--- src/rtl/audio_stereo_in_if.sv ---
// Consumer-side bus of the stereo PWM receiver: head sample pair, handshake and status flags.
interface audio_stereo_in_if;
  logic [15:0] stereo_pcm;
  logic        stereo_pcm_rdy;
  logic        stereo_pcm_ack;
  logic        fifo_full;
  logic        overrun;

  modport master (
    output stereo_pcm,
    output stereo_pcm_rdy,
    output fifo_full,
    output overrun,
    input  stereo_pcm_ack
  );

  modport slave (
    input  stereo_pcm,
    input  stereo_pcm_rdy,
    input  fifo_full,
    input  overrun,
    output stereo_pcm_ack
  );
endinterface

--- src/rtl/audio_stereo_in.sv ---
// Stereo 1-bit PWM receiver: per-frame high-cycle counting per channel, {left,right} pairs
// queued in a small FIFO drained through a valid/ack handshake.
module audio_stereo_in #(
  parameter int unsigned FRAME_LEN  = 255,
  parameter int unsigned FIFO_DEPTH = 4
) (
  input  logic               clk_audio,
  input  logic               aclr,
  input  logic               left_in,
  input  logic               right_in,
  audio_stereo_in_if.master  pcm
);
  localparam int unsigned CW   = (FRAME_LEN > 1) ? $clog2(FRAME_LEN) : 1;
  localparam int unsigned AW   = (FIFO_DEPTH > 1) ? $clog2(FIFO_DEPTH) : 1;
  localparam int unsigned CNTW = AW + 1;

  logic          l_q1, l_s, r_q1, r_s;
  logic [CW-1:0] frame_cnt;
  logic [7:0]    acc_l, acc_r;
  logic [7:0]    sample_l, sample_r;
  logic          frame_end;

  logic [15:0]     mem [FIFO_DEPTH];
  logic [AW-1:0]   rd_ptr, wr_ptr;
  logic [CNTW-1:0] count;
  logic            rdy, full, pop, push_ok;

  assign frame_end = (frame_cnt == CW'(FRAME_LEN - 1));
  assign sample_l  = acc_l + 8'(l_s);
  assign sample_r  = acc_r + 8'(r_s);

  assign rdy  = (count != '0);
  assign full = (count == CNTW'(FIFO_DEPTH));
  assign pop  = pcm.stereo_pcm_ack && rdy;
  // A pop on the same edge frees the slot, so a full FIFO can still take the frame-end pair.
  assign push_ok = frame_end && (!full || pop);

  always_ff @(posedge clk_audio) begin
    if (aclr) begin
      l_q1      <= 1'b0;
      l_s       <= 1'b0;
      r_q1      <= 1'b0;
      r_s       <= 1'b0;
      frame_cnt <= '0;
      acc_l     <= '0;
      acc_r     <= '0;
    end else begin
      l_q1 <= left_in;
      l_s  <= l_q1;
      r_q1 <= right_in;
      r_s  <= r_q1;
      if (frame_end) begin
        frame_cnt <= '0;
        acc_l     <= '0;
        acc_r     <= '0;
      end else begin
        frame_cnt <= frame_cnt + 1'b1;
        acc_l     <= sample_l;
        acc_r     <= sample_r;
      end
    end
  end

  always_ff @(posedge clk_audio) begin
    if (aclr) begin
      rd_ptr        <= '0;
      wr_ptr        <= '0;
      count         <= '0;
      pcm.overrun   <= 1'b0;
    end else begin
      if (pop)
        rd_ptr <= rd_ptr + 1'b1;
      if (push_ok)
        wr_ptr <= wr_ptr + 1'b1;
      if (push_ok && !pop)
        count <= count + 1'b1;
      else if (pop && !push_ok)
        count <= count - 1'b1;
      if (frame_end && !push_ok)
        pcm.overrun <= 1'b1;
    end
  end

  always_ff @(posedge clk_audio) begin
    if (!aclr && push_ok)
      mem[wr_ptr] <= {sample_l, sample_r};
  end

  always_comb begin
    pcm.stereo_pcm     = rdy ? mem[rd_ptr] : '0;
    pcm.stereo_pcm_rdy = rdy;
    pcm.fifo_full      = full;
  end
endmodule

--- src/flat_wrapper.sv ---
// flat-port wrapper written by rule: the top's interface ports become plain ports
module audio_stereo_in_flat 
#(
  parameter int unsigned FRAME_LEN  = 255,
  parameter int unsigned FIFO_DEPTH = 4
)
  (clk_audio, aclr, left_in, right_in, pcm_stereo_pcm, pcm_stereo_pcm_rdy, pcm_fifo_full, pcm_overrun, pcm_stereo_pcm_ack);
  audio_stereo_in_if pcm_i ();
  input  logic clk_audio;
  input  logic aclr;
  input  logic left_in;
  input  logic right_in;
  output wire logic [$bits(pcm_i.stereo_pcm)-1:0] pcm_stereo_pcm;
  output wire logic [$bits(pcm_i.stereo_pcm_rdy)-1:0] pcm_stereo_pcm_rdy;
  output wire logic [$bits(pcm_i.fifo_full)-1:0] pcm_fifo_full;
  output wire logic [$bits(pcm_i.overrun)-1:0] pcm_overrun;
  input wire logic [$bits(pcm_i.stereo_pcm_ack)-1:0] pcm_stereo_pcm_ack;
  assign pcm_stereo_pcm = pcm_i.stereo_pcm;
  assign pcm_stereo_pcm_rdy = pcm_i.stereo_pcm_rdy;
  assign pcm_fifo_full = pcm_i.fifo_full;
  assign pcm_overrun = pcm_i.overrun;
  assign pcm_i.stereo_pcm_ack = pcm_stereo_pcm_ack;
  audio_stereo_in #(.FRAME_LEN(FRAME_LEN), .FIFO_DEPTH(FIFO_DEPTH)) u_core (.clk_audio(clk_audio), .aclr(aclr), .left_in(left_in), .right_in(right_in), .pcm(pcm_i));
endmodule
--- config.mk ---
export PLATFORM = sky130hd
export DESIGN_NAME = audio_stereo_in_flat
export DESIGN_NICKNAME = d
export VERILOG_FILES = /design/src/rtl/audio_stereo_in_if.sv /design/src/rtl/audio_stereo_in.sv /design/src/flat_wrapper.sv
export SDC_FILE = /design/constraint.sdc
export NUM_CORES = 1
export LEC_CHECK = 0
export ABC_AREA = 1
export ABC_CLOCK_PERIOD_IN_PS = 2000
export CELL_PAD_IN_SITES_DETAIL_PLACEMENT = 1
export CELL_PAD_IN_SITES_GLOBAL_PLACEMENT = 1
export CORE_MARGIN = 5
export CORE_UTILIZATION = 42
export DETAILED_ROUTE_END_ITERATION = 10
export GPL_TIMING_DRIVEN = 1
export PLACE_DENSITY_LB_ADDON = 0.1
export SYNTH_ARGS = -nofsm -noshare
export SYNTH_HDL_FRONTEND = slang
export SYNTH_SLANG_ARGS = --single-unit
--- constraint.sdc ---
create_clock -name clk_audio -period 2 [get_ports clk_audio]
set_input_delay 0.5 -clock clk_audio [delete_from_list [all_inputs] [get_ports clk_audio]]
set_output_delay 0.5 -clock clk_audio [all_outputs]
set_load 0.02 [all_outputs]
==> reports/summary.txt <==
===========================================================================================
Result of the run                                                              finished with violations
Violated checks                                                                setup timing
GRT Resource Usage Total                                                             16.21%
Most frequent cells after synthesis                                            sky130_fd_sc_hd__nor2_1, sky130_fd_sc_hd__edfxtp_1, sky130_fd_sc_hd__inv_1
Number of global-route vias before repair                                             3,229
Die area                                                                       0.01220 mm^2
Core outline area                                                              0.009819 mm^2
Gate count of the mapped netlist                                                        433
Nets in the synthesized netlist                                                         450
Cell with the most instances after synthesis                                   sky130_fd_sc_hd__nor2_1
Share of the synthesized area in compound gates (AO/OA/AOI/OAI)                      7.206%
Synthesized-area fraction occupied by adder cells                                    3.721%
CTS clock-pin slew for the worst setup and hold paths                               0.09 ns
Ranking of synthesized cells by area                                           sky130_fd_sc_hd__edfxtp_1, sky130_fd_sc_hd__dfxtp_1, sky130_fd_sc_hd__nor2_1
Sum of overflow across all layers after global routing                                    0
Routed length per instance                                                         15.58 um
Horiz. Die Dim                                                                     110.4 um
Critical path type                                                             flip-flop to primary output
Async SR Flop Fraction                                                                   0%
Clk sink count                                                                          102
Inserted Diodes                                                                           0
Arrival @ worst endpoint                                                            1.53 ns
Dominant cell type by area after synthesis                                     sky130_fd_sc_hd__edfxtp_1
Final critical path time including I/O delays and setup                            2.027 ns
Wire length of the first global-routing pass                                      15,860 um
Drt total wl                                                                        9816 um
Count of pins on the block boundary                                                      24
Headroom to the max-slew limit                                                       77.97%
Final weighted congestion in routability-driven placement                            0.7705
Height of the die                                                                  110.4 um
Highest ir drop seen on vdd                                                     0.0003583 V
Synthesized-area fraction occupied by xor and xnor cells                             1.240%
Maximum fanout count along the critical path                                              8
Maximum number of pins on one net before global-route repair                             24
Max Slew Vio Count                                                                        0
Period utilisation layout                                                            101.3%
Number of synthesized register bits                                                     102
Number of antenna-violating nets in the routed design                                     0
Number of clock buffers inserted by TritonCTS                                             9
Port bufs                                                                                23
Clk buf depth                                                                             2
Sequential cell area fraction in the yosys report                                    63.32%
DRC Markers                                                                               0
Cell variety after synth                                                                 24
Latest clock arrival within the worst-skew pair                                     0.36 ns
Number of nets in the layout                                                            509
Worst Hold Margin                                                                 0.4120 ns
Setup violation total in the final timing report                                          2
Endpoint required time on the critical path                                         1.50 ns
Initial Utilization                                                                  43.14%
Setup slack of the critical path after layout                                   -0.02653 ns
1st-pass router iterations                                                                4
Initial antenna violation count                                                           0
Number of placement rows                                                                 36
TritonCTS clock tree                                                                  built
Master cell of the clock root buffer                                           sky130_fd_sc_hd__clkbuf_8
Number of synthesized flops with an enable pin                                           64
Maximum clock skew at final layout                                               0.01133 ns
Slew at the pin closest to its max-slew limit                                     0.3294 ns
F_max                                                                             493.5 MHz
Via count                                                                             3,071
Synth Area per Inst                                                              9.784 um^2
Post-synthesis cell area                                                       0.004237 mm^2
Power per unit of standard cell area                                           1020 mW/mm^2
Capturing element type of the critical path                                    primary output
Post-synthesis share of cell area spent on and, or, nand and nor gates               18.07%
Post-cts hold buffer count                                                                0
Commonest register cell after synthesis                                        sky130_fd_sc_hd__edfxtp_1
Dpl hpwl                                                                            6686 um
Dominant combinational cell family by area after synthesis                     simple AND/OR/NAND/NOR gates
Ratio of cells with drive above 1 in the final layout                                19.92%
Share of Yosys cell area claimed by the top area cell type                           45.36%
Number of design-rule violations left by the first detailed-router iteration             88
Number of H-tree levels                                                                   3
Final-report hold violation count                                                         0
P&R area growth vs syn                                                               23.15%
Mux contribution to synthesized area                                                     0%
Setup repair after global routing missed its margin                                     yes
Warnings from Yosys                                                                       0
Reported max-cap violation count                                                          0
Worst min-delay path class                                                     flip-flop to flip-flop
Setup total negative slack                                                      -0.04395 ns
Routed vias/inst                                                                      4.875
Leakage power summed over all cells                                                2.115 nW
Critical Path Start Type                                                          flip-flop
===========================================================================================
[path summary, 6_finish.rpt]
kind | from | endpoint | slack [ns] | cells past startpoint
min reg2reg | u_core.l_q1 | u_core.l_s | 0.41 | 2
min | u_core.l_q1 | u_core.l_s | 0.41 | 2
max reg2reg | u_core.frame_cnt[1] | u_core.count[2] | 0.11 | 14
max | flip-flop | pcm_stereo_pcm[8] | -0.03 | 6
[registers in the layout (all words and copies together) (netlist names), named ones only]
| register | flops |
|---|---|
| u_core.acc_l | 8 |
| u_core.acc_r | 8 |
| u_core.count | 3 |
| u_core.frame_cnt | 8 |
| u_core.l_q1 | 1 |
| u_core.l_s | 1 |
| u_core.mem | 64 |
| u_core.pcm.overrun | 1 |
| u_core.r_q1 | 1 |
| u_core.r_s | 1 |
| u_core.rd_ptr | 2 |
| u_core.wr_ptr | 2 |
[critical path, stage by stage, from the launching register on]
cell	delay, ns
sky130_fd_sc_hd__dfxtp_4	0.43
sky130_fd_sc_hd__clkbuf_16	0.18
sky130_fd_sc_hd__nor2_1	0.05
sky130_fd_sc_hd__nor2_1	0.08
sky130_fd_sc_hd__o21ai_0	0.10
sky130_fd_sc_hd__a21oi_2	0.18
sky130_fd_sc_hd__buf_4	0.16
[metrics by stage]
step,area [um^2],setup WS [ns],cells,utilization [%],total power [mW]
floorplan,4237,-0.09708,433,-,3.169
global placement,4891,-0.2911,609,49.81,3.995
detailed placement,4891,-0.3856,609,49.81,4.050
CTS,5041,-0.02643,626,51.34,5.208
global route,5218,-0.1487,630,53.13,5.635
finish,5218,-0.02653,630,53.13,5.322
[area by class of cell]
type / instances / area (um^2)
clock buffer: 11 / 131.4
clock inverter: 5 / 60.06
fill: 1142 / 4602
inverter: 52 / 197.7
multi-input combinational: 266 / 1373
sequential: 102 / 2690
tap: 133 / 166.4
timing repair buffer: 61 / 599.3
[metal layers]
metal	global-route usage [%]	routed length [um]	vias up
met5	0	0	-
met2	29.65	5206	40
met3	2.681	230	14
li1	-	-	1516
met1	19.33	4229	1501
met4	5.090	150	0
[cell usage in the layout, fill, tap and decap left out, types with 4 or more instances in the layout]
cell	instances
sky130_fd_sc_hd__ha_1	9
sky130_fd_sc_hd__inv_2	4
sky130_fd_sc_hd__nor3_1	6
sky130_fd_sc_hd__o21ai_0	14
sky130_fd_sc_hd__nand2_1	40
sky130_fd_sc_hd__nand3_1	10
sky130_fd_sc_hd__xor2_1	4
sky130_fd_sc_hd__nor2_2	5
sky130_fd_sc_hd__dfxtp_1	34
sky130_fd_sc_hd__nand4_1	4
sky130_fd_sc_hd__o21ai_1	22
sky130_fd_sc_hd__edfxtp_1	64
sky130_fd_sc_hd__inv_1	46
sky130_fd_sc_hd__clkbuf_8	9
sky130_fd_sc_hd__nor2_1	109
sky130_fd_sc_hd__buf_4	42
sky130_fd_sc_hd__a21oi_1	24
sky130_fd_sc_hd__buf_12	7
sky130_fd_sc_hd__nor2_4	7
sky130_fd_sc_hd__clkdlybuf4s50_1	4
[logic make-up after synthesis]
logic type | Yosys count
fa+ha+maj | 12
compound gates | 61
xor+xnor | 6
flops | 102
simple gates | 187
buf+inv | 65
[repair_timing]
| item | in CTS | in global routing |
|---|---|---|
| resized for setup | 82 | 62 |
| pin swaps | 3 | 28 |
| endpoints found under the hold margin | 0 | 0 |
| setup buffers | 1 | 3 |
| endpoints found under the setup margin | 19 | 18 |
| cloned | 0 | 1 |
[where the power goes]
part	switching (mW)	leakage [nW]	total [mW]	internal (mW)
combinational	0.970	1.12	1.73	0.758
clock	0.687	0.0935	1.27	0.583
sequential	0.0534	0.902	2.32	2.27
total	1.71	2.12	5.32	3.61
Power figures use the tool's default switching activity.
